<file path="config.mk">
export PLATFORM = sky130hd
export DESIGN_NAME = vram_shadow_bank
export DESIGN_NICKNAME = d
export VERILOG_FILES = /design/src/rtl/vram_shadow_bank.sv
export SDC_FILE = /design/constraint.sdc
export NUM_CORES = 1
export LEC_CHECK = 0
export ABC_AREA = 1
export BUFFER_PORTS_ARGS = -buffer_cell sky130_fd_sc_hd__buf_2
export CORE_MARGIN = 3
export CORE_UTILIZATION = 30
export DETAILED_ROUTE_END_ITERATION = 12
export GPL_TIMING_DRIVEN = 0
export PLACE_DENSITY = 0.5
export RECOVER_POWER = 50
export SYNTH_ARGS = -nofsm -noshare
export SYNTH_HDL_FRONTEND = slang
export SYNTH_SLANG_ARGS = --single-unit
</file>
<file path="constraint.sdc">
create_clock -name clk -period 12.75 [get_ports clk]
set_input_delay 3.1875 -clock clk [delete_from_list [all_inputs] [get_ports clk]]
set_output_delay 3.1875 -clock clk [all_outputs]
set_load 0.01 [all_outputs]
</file>
<file path="src/rtl/vram_shadow_bank.sv">
// Shadow/active register bank between the CPU data bus and the VGA renderer.
// The CPU writes shadow words at any time. The active copy (ch_out) changes
// only on the first clock after vsync assertion is seen, so the renderer
// never shows a half-updated frame.
module vram_shadow_bank #(
  parameter int unsigned NUM_CH           = 10,
  parameter int unsigned OUT_W            = 11,
  parameter logic [31:0] BASE_ADDR        = 32'h0000_0100,
  parameter bit          VSYNC_ACTIVE_LOW = 1'b1
) (
  input  logic                           clk,
  input  logic                           reset,
  input  logic                           we,
  input  logic [31:0]                    adr,
  input  logic [31:0]                    wd,
  output logic [31:0]                    rd,
  output logic                           sel,
  input  logic                           vsync,
  output logic [NUM_CH-1:0][OUT_W-1:0]   ch_out,
  output logic                           commit_pulse,
  output logic [15:0]                    frame_cnt
);

  localparam logic [29:0] CTRL_IDX   = 30'(NUM_CH);
  localparam logic [29:0] STATUS_IDX = 30'(NUM_CH + 1);

  logic [31:0] shadow [NUM_CH];
  logic        pending;
  logic        auto_en;
  logic [29:0] word_idx;
  logic        ctrl_wr;
  logic        vs_level;
  logic        vs_s1, vs_s2, vs_s3;
  logic        vs_start;
  logic        commit;
  logic        unused_adr_bits;

  // Word index relative to channel 0; subtracting the word parts is exact
  // because BASE_ADDR is word aligned and the byte offset is ignored.
  assign word_idx        = adr[31:2] - BASE_ADDR[31:2];
  assign unused_adr_bits = ^adr[1:0];
  assign sel             = (word_idx <= STATUS_IDX);
  assign ctrl_wr         = we && (word_idx == CTRL_IDX);

  assign vs_level = VSYNC_ACTIVE_LOW ? ~vsync : vsync;
  assign vs_start = vs_s2 & ~vs_s3;
  assign commit   = vs_start & (pending | auto_en);

  // Synchronise vsync and keep one stage of history for start detection;
  // reset loads the deasserted level so reset release never looks like a start.
  always_ff @(posedge clk or negedge reset) begin
    if (!reset) begin
      vs_s1 <= 1'b0;
      vs_s2 <= 1'b0;
      vs_s3 <= 1'b0;
    end else begin
      vs_s1 <= vs_level;
      vs_s2 <= vs_s1;
      vs_s3 <= vs_s2;
    end
  end

  // CPU writes to the shadow words.
  always_ff @(posedge clk or negedge reset) begin
    if (!reset) begin
      for (int unsigned i = 0; i < NUM_CH; i++) shadow[i] <= '0;
    end else if (we) begin
      for (int unsigned i = 0; i < NUM_CH; i++)
        if (word_idx == 30'(i)) shadow[i] <= wd;
    end
  end

  // Control state, frame counter and the shadow-to-active copy. The copy
  // reads the shadow array before any same-edge write lands, and pending
  // uses the commit computed from the pre-write AUTO/pending values.
  always_ff @(posedge clk or negedge reset) begin
    if (!reset) begin
      ch_out       <= '0;
      commit_pulse <= 1'b0;
      frame_cnt    <= '0;
      pending      <= 1'b0;
      auto_en      <= 1'b0;
    end else begin
      commit_pulse <= commit;
      pending      <= (ctrl_wr & wd[0]) | (pending & ~commit);
      if (ctrl_wr) auto_en <= wd[1];
      if (vs_start) frame_cnt <= frame_cnt + 16'd1;
      if (commit) begin
        for (int unsigned i = 0; i < NUM_CH; i++) ch_out[i] <= shadow[i][OUT_W-1:0];
      end
    end
  end

  // Combinational read-back mux, zero outside the block's window.
  always_comb begin
    rd = '0;
    for (int unsigned i = 0; i < NUM_CH; i++)
      if (word_idx == 30'(i)) rd = shadow[i];
    if (word_idx == CTRL_IDX)   rd = {30'b0, auto_en, pending};
    if (word_idx == STATUS_IDX) rd = {frame_cnt, 15'b0, pending};
  end

endmodule
</file>
# Word level (Yosys, flattened, before mapping)
# Index checks and enable logic that the tools add are counted.
dict set report word_totals {
  register_bits 452
  inputBits 68
  output_inout_bits 160
  elab_cells 74
}
dict set report classes {
  n_addsub 2
  magnitude_cmp 1
  eq_ne 11
  muxes 12
  bitwise_logic 9
  n_reduce_logical 12
}
# op n
set op_table {}
lappend op_table {{2-to-1 mux 32 bit} 12}
lappend op_table {{equality test 30 x 3 -> 1 bit, second input constant} 4}
lappend op_table {{equality test 30 x 4 -> 1 bit, second input constant} 4}
lappend op_table {{equality test 30 x 2 -> 1 bit, second input constant} 2}
lappend op_table {{equality test 30 x 1 -> 1 bit, second input constant} 1}
lappend op_table {{<= comparator 30 x 4 -> 1 bit, second input constant} 1}
lappend op_table {{zero test 30 bit} 1}
lappend op_table {{subtractor 30 x 7 -> 30 bit, second input constant} 1}
lappend op_table {{AND reduction 2 bit} 10}
lappend op_table {{adder 16 x 1 -> 16 bit, second input constant} 1}
lappend op_table {{AND 1 bit} 4}
lappend op_table {{NOT 1 bit} 3}
lappend op_table {{OR 1 bit} 2}
lappend op_table {{logical AND 1 bit} 1}

# Logic depth before layout (Yosys ltp)
dict set report depth {
  word_depth 14
  ltp_mapped 29
}

# Worst setup path after synthesis
# No wires, ideal clock.
dict set report synth_path {
  kind {in2out}
  start {in adr[9]}
  end {out rd[1]}
  t_arrival_ps 5297
  t_required_ps 9562
  setup_slack_ps 4266
  cell_stages 18
  n_path_buf 1
  cell_sequence {nor2_4 > nand2_4 > nor2_8 > nand2_1 > nand2_1 > nand3_1 > inv_1 > nand2_1 > nor2_1 > nand2_2 > nor2_8 > nand3_2 > nor2_1 > clkbuf_1 > a21oi_1 > nand3_1 > nand2_1 > a21oi_1}
}
dict set report synth_via {
  elab_chain_cells 14
  word_cells_on_any_way 25
}
# element line
set synth_rtl {}
lappend synth_rtl {{start: declaration} 14} ;# input logic [31:0] adr,
lappend synth_rtl {{subtractor 30 x 7 -> 30 bit (*)} 40} ;# assign word_idx = adr[31:2] - BASE_ADDR[31:2];
lappend synth_rtl {{zero test 30 bit} 98} ;# if (word_idx == 30'(i)) rd = shadow[i];
lappend synth_rtl {{2-to-1 mux 32 bit (10 in series)} 98}
lappend synth_rtl {{2-to-1 mux 32 bit} 99} ;# if (word_idx == CTRL_IDX) rd = {30'b0, auto_en, pending};
lappend synth_rtl {{2-to-1 mux 32 bit (*)} 100} ;# if (word_idx == STATUS_IDX) rd = {frame_cnt, 15'b0, pending};
lappend synth_rtl {{end: declaration} 16} ;# output logic [31:0] rd,
# Mark *: on every way between the ends. The rest lies on a longest branch, timed or not.

# Final worst setup path
dict set report layout_path {
  start {in adr[12]}
  end {out rd[11]}
}
# Same word-level chain as after synthesis.

==> report_table.html <==
<table>
<tr><th>Metric</th><th>Value</th></tr>
<tr><th colspan="2">Outcome</th></tr>
<tr><td>Run status</td><td>finished, violations left</td></tr>
<tr><td>Failing checks</td><td>max-capacitance violations, max-slew violations</td></tr>
<tr><th colspan="2">Die</th></tr>
<tr><td>Core Region</td><td>0.06787 mm^2</td></tr>
<tr><td>Total Die Area</td><td>0.07247 mm^2</td></tr>
<tr><td>Width of the die</td><td>269.2 um</td></tr>
<tr><td>Initial cell density of the core</td><td>30.62%</td></tr>
<tr><td>Total I/O pin count</td><td>228</td></tr>
<tr><td>Die Height</td><td>269.2 um</td></tr>
<tr><td>FP Rows</td><td>95</td></tr>
<tr><th colspan="2">Place</th></tr>
<tr><td>Hpwl dp</td><td>54020 um</td></tr>
<tr><td>Routability Congestion</td><td>0.8418</td></tr>
<tr><td>Worst Setup Slack post-DPL</td><td>2962 ps</td></tr>
<tr><td>Count of port buffers added during placement</td><td>225</td></tr>
<tr><th colspan="2">Timing</th></tr>
<tr><td>Slew Limit Fails</td><td>195</td></tr>
<tr><td>Portion of the clock cycle consumed by the worst path in the final layout</td><td>76.33%</td></tr>
<tr><td>Number of hold violations in the final report</td><td>0</td></tr>
<tr><td>Measured slew at the worst slew-check pin</td><td>4539 ps</td></tr>
<tr><td>Max-slew headroom</td><td>-202.6%</td></tr>
<tr><td>Number of failing setup endpoints in the final timing report</td><td>0</td></tr>
<tr><td>Setup WS post-layout</td><td>3018 ps</td></tr>
<tr><td>Max Clock Freq</td><td>102.8 MHz</td></tr>
<tr><td>Final period demand of the worst path</td><td>9732 ps</td></tr>
<tr><td>Clock skew after layout</td><td>11.73 ps</td></tr>
<tr><td>Setup repair after global routing missed its margin</td><td>no</td></tr>
<tr><th colspan="2">Drt</th></tr>
<tr><td>DR vias/cell</td><td>4.793</td></tr>
<tr><td>Post-detailed-route wirelength per cell</td><td>18.15 um</td></tr>
<tr><td>Overall routed net length</td><td>70290 um</td></tr>
<tr><td>Drt pass-1 iters</td><td>7</td></tr>
<tr><td>First-iteration detailed-routing DRC count</td><td>1256</td></tr>
<tr><td>Number of nets with antenna violations after detailed routing</td><td>0</td></tr>
<tr><td>Post-route DRC violation count</td><td>0</td></tr>
<tr><td>Overall via count from detail_route</td><td>18560</td></tr>
<tr><th colspan="2">Critical path</th></tr>
<tr><td>Slowest Stage Delay on Critical Path</td><td>350 ps</td></tr>
<tr><td>Internal reg-to-reg setup slack</td><td>9470 ps</td></tr>
<tr><td>Critical R2R Capture</td><td>ch_out[103]$_DFFE_PN0P_</td></tr>
<tr><td>Chain of cells forming the critical path</td><td>buf_2 -&gt; nor2_2 -&gt; nand2_2 -&gt; o21ai_1 -&gt; nand2_1 -&gt; nor2_1 -&gt; nand4_2 -&gt; nor2_2 -&gt; nand2_1 -&gt; inv_2 -&gt; buf_4 -&gt; nand2_1 -&gt; nand2_1 -&gt; o21ai_1 -&gt; nand2_1 -&gt; o21ai_1 -&gt; nand2_1 -&gt; nand2_1 -&gt; nand2_1 -&gt; nand2_1 -&gt; nand2_1 -&gt; nand2_1 -&gt; a21oi_1 -&gt; buf_2</td></tr>
<tr><td>Required time of the worst setup path</td><td>9560 ps</td></tr>
<tr><td>Critical path start-end classification</td><td>primary input to primary output</td></tr>
<tr><td>Cell seen most often among critical-path stages</td><td>nand2_1</td></tr>
<tr><td>Highest fanout seen on the critical path</td><td>10</td></tr>
<tr><td>Crit start category</td><td>primary input</td></tr>
<tr><td>Worst reg-to-reg path cell count</td><td>10</td></tr>
<tr><td>R2r startpoint</td><td>vs_s2$_DFF_PN0_</td></tr>
<tr><td>Critical path launch point</td><td>adr[12]</td></tr>
<tr><td>CP max-delay cell</td><td>nor2_2</td></tr>
<tr><td>Arrival time of data at the critical path endpoint</td><td>6540 ps</td></tr>
<tr><td>Endpoint kind of the worst setup timing path</td><td>primary output</td></tr>
<tr><th colspan="2">Yosys</th></tr>
<tr><td>Async set-reset flop share out of synthesis</td><td>100.0%</td></tr>
<tr><td>Most used DFF post-synth</td><td>dfrtp_1</td></tr>
<tr><td>Number of flops mapped to enable cells by yosys</td><td>0</td></tr>
<tr><td>Average size of a mapped cell</td><td>7.894 um^2</td></tr>
<tr><td>Top cells by area, synth</td><td>dfrtp_1 54%, nand2_1 18%, o21ai_0 8.5%, a21oi_1 3.1%, nor2_1 2.9%</td></tr>
<tr><td>Number of warnings printed during yosys synthesis</td><td>0</td></tr>
<tr><td>Cell area after technology mapping</td><td>0.02078 mm^2</td></tr>
<tr><td>Synthesized instance count</td><td>2633</td></tr>
<tr><td>Synthesis-stage register bit count</td><td>452</td></tr>
<tr><td>Number of nets in the synthesized netlist</td><td>2702</td></tr>
<tr><td>Cell types with the highest counts after synthesis</td><td>1004 x nand2_1, 452 x dfrtp_1, 354 x o21ai_0</td></tr>
<tr><td>Fraction of synthesized cell area taken by the top area cell type</td><td>54.42%</td></tr>
<tr><td>Library cell with the largest summed area after synthesis</td><td>dfrtp_1</td></tr>
<tr><td>Unique cell type count in the Yosys netlist</td><td>43</td></tr>
<tr><td>Sequential element share of the synthesized area</td><td>54.42%</td></tr>
<tr><td>Most repeated cell in the gate-level netlist after synthesis</td><td>nand2_1</td></tr>
<tr><th colspan="2">Global routing</th></tr>
<tr><td>Global routing usage summed across all routing layers</td><td>19.06%</td></tr>
<tr><td>Initial antenna violation count</td><td>7</td></tr>
<tr><td>Number of global-route vias before repair</td><td>18675</td></tr>
<tr><td>Overall overflow remaining after global route</td><td>0</td></tr>
<tr><td>Pin count of the biggest net entering global routing</td><td>116</td></tr>
<tr><td>Wire length of the first global-routing pass</td><td>109100 um</td></tr>
<tr><th colspan="2">Finish</th></tr>
<tr><td>Count of antenna diodes in the layout</td><td>0</td></tr>
<tr><td>Layout Nets</td><td>2983</td></tr>
<tr><td>Final core occ</td><td>36.46%</td></tr>
<tr><td>Area growth syn-to-layout</td><td>19.05%</td></tr>
<tr><td>Proportion of layout cells with a drive suffix above 1</td><td>12.40%</td></tr>
<tr><td>Fill cell total of the finished layout</td><td>7114</td></tr>
<tr><th colspan="2">Hold path</th></tr>
<tr><td>Worst Hold Endpoint</td><td>vs_s2$_DFF_PN0_</td></tr>
<tr><td>Min-Delay Path Depth</td><td>0</td></tr>
<tr><td>Min-Delay Startpoint</td><td>vs_s1$_DFF_PN0_</td></tr>
<tr><td>Class of the tightest hold or removal check</td><td>flip-flop to flip-flop</td></tr>
<tr><th colspan="2">Power</th></tr>
<tr><td>Switching Fraction</td><td>22.84%</td></tr>
<tr><td>Portion of total power attributed to sequential cells</td><td>48.3%</td></tr>
<tr><td>Net switching power</td><td>688.2 uW</td></tr>
<tr><td>Static Leak</td><td>0.01261 uW</td></tr>
<tr><td>Part of the total power dissipated in combinational logic</td><td>4.1%</td></tr>
<tr><td>Relative contribution of the clock network to total power</td><td>47.6%</td></tr>
<tr><td>Worst VDD drop</td><td>0.09078 mV</td></tr>
<tr><td>Total internal power</td><td>2325 uW</td></tr>
<tr><td>Areal power density over the cells</td><td>121.8 mW/mm^2</td></tr>
<tr><th colspan="2">Run</th></tr>
<tr><td>Max-cap violation count</td><td>2</td></tr>
<tr><th colspan="2">CTS</th></tr>
<tr><td>Number of levels in the clock H-tree</td><td>2</td></tr>
<tr><td>Resized Gates After CTS</td><td>0</td></tr>
<tr><td>Number of hold buffers added after CTS</td><td>0</td></tr>
<tr><td>Clock Pin Slew Worst Setup and Hold Paths</td><td>60 ps</td></tr>
<tr><td>Clock tree from TritonCTS</td><td>built</td></tr>
<tr><td>Longest Clk Path Bufs</td><td>3</td></tr>
<tr><td>Clock buffer count from CTS</td><td>49</td></tr>
<tr><td>Post-CTS setup buffer count</td><td>0</td></tr>
<tr><td>Clock tree root buffer cell</td><td>clkbuf_16</td></tr>
<tr><td>Clock latency on the worst-skew pair</td><td>600 ps</td></tr>
<tr><td>Clock Sinks</td><td>452</td></tr>
</table>
==> how the worst max path moves through the flow <==
stage | to | slack (ps) | cells past startpoint
2_1_floorplan | rd[1] | 4270 | 18
3_3_place_gp | frame_cnt[12]$_DFFE_PN0P_ | -810 | 1
3_5_place_dp | rd[11] | 2960 | 24
4_1_cts | rd[11] | 2950 | 24
5_1_grt | shadow[79]$_DFFE_PN0P_ | 2580 | 3
6_report | rd[11] | 3020 | 24
==> logic make-up (layout without fill, tap and decap cells) <==
logic type | Yosys count | after routing | synth area share (%)
compound gates | 587 | 587 | 14.25
flops | 452 | 452 | 54.42
simple gates | 1277 | 1277 | 24.85
xor+xnor | 14 | 14 | 0.5900
buf+inv | 302 | 620 | 5.827
fa+ha+maj | 1 | 1 | 0.06019
==> worst max-delay path: cells and delay by family <==
kind	cells	cell delay (ps)
AND/OR/NAND/NOR	16	2120
buffers and inverters	4	730
AO/OA/AOI/OAI	4	510
==> sequential cells by signal, indices dropped and copies added, names as in the netlist <==
register	count
shadow	320
ch_out	110
frame_cnt	16
auto_en	1
commit_pulse	1
pending	1
vs_s1	1
vs_s2	1
vs_s3	1
==> metal layers <==
layer / wire [um] / up-vias / track usage, %
li1: - / 8985 / -
met1: 30640 / 9010 / 24.35
met2: 34200 / 423 / 32.91
met3: 3077 / 128 / 3.041
met4: 2269 / 14 / 6.329
met5: 100 / - / 0
==> cells in the final DEF (no fill, tap or decap), types with 2 or more instances in the layout <==
cell type	instances
xor2_1	8
o211ai_1	2
or2_1	6
nor2_1	158
inv_2	12
clkbuf_2	2
clkbuf_16	51
dfrtp_1	452
buf_16	3
nor2_8	3
o21ai_0	354
clkinv_2	6
nor2_4	8
nand3_1	28
nand4_1	20
buf_2	226
bufinv_16	2
nand4_2	2
clkbuf_1	143
nand2_1	1004
buf_1	6
nor2_2	10
or2_2	5
nand2_2	7
clkbuf_8	14
nand2_4	2
inv_1	146
a21oi_1	130
buf_6	4
nand3_2	2
or2_0	10
o22ai_1	3
o21ai_1	93
buf_4	4
nor3_1	7
xnor2_1	6
==> power groups by stage <==
stage	Combinational (uW)	Clock [uW]	Sequential [uW]
floorplan	39.8	0	1480
finish	123	1440	1450
global placement	121	0	1480
global route	138	1520	1460
CTS	129	1470	1450
detailed placement	129	0	1480
==> area by class of cell <==
cell class	instances	area, um^2	share of cell area [%]
Clock buffer	80	1525	6.164
Clock inverter	8	93.84	0.3792
Timing Repair Buffer	230	1189	4.804
Sequential cell	452	11310	45.71
Multi-Input combinational cell	1879	8262	33.39
Buffer	143	613.1	2.478
Inverter	159	598.1	2.417
Tap cell	921	1152	4.657
==> metrics by stage <==
stage | area (um^2) | power [uW] | hold WS, ps | setup TNS (ps) | cells
3_3_place_gp | 23060 | 1601 | 333.6 | -323200 | 3779
2_1_floorplan | 20780 | 1522 | 331.2 | 0 | 2633
5_1_grt | 24740 | 3113 | 370.6 | 0 | 3872
4_1_cts | 24820 | 3053 | 352.9 | 0 | 3872
3_5_place_dp | 23200 | 1609 | 342.7 | 0 | 3784
6_report | 24740 | 3013 | 358.3 | 0 | 3872
(Power assumes the default switching activity.)
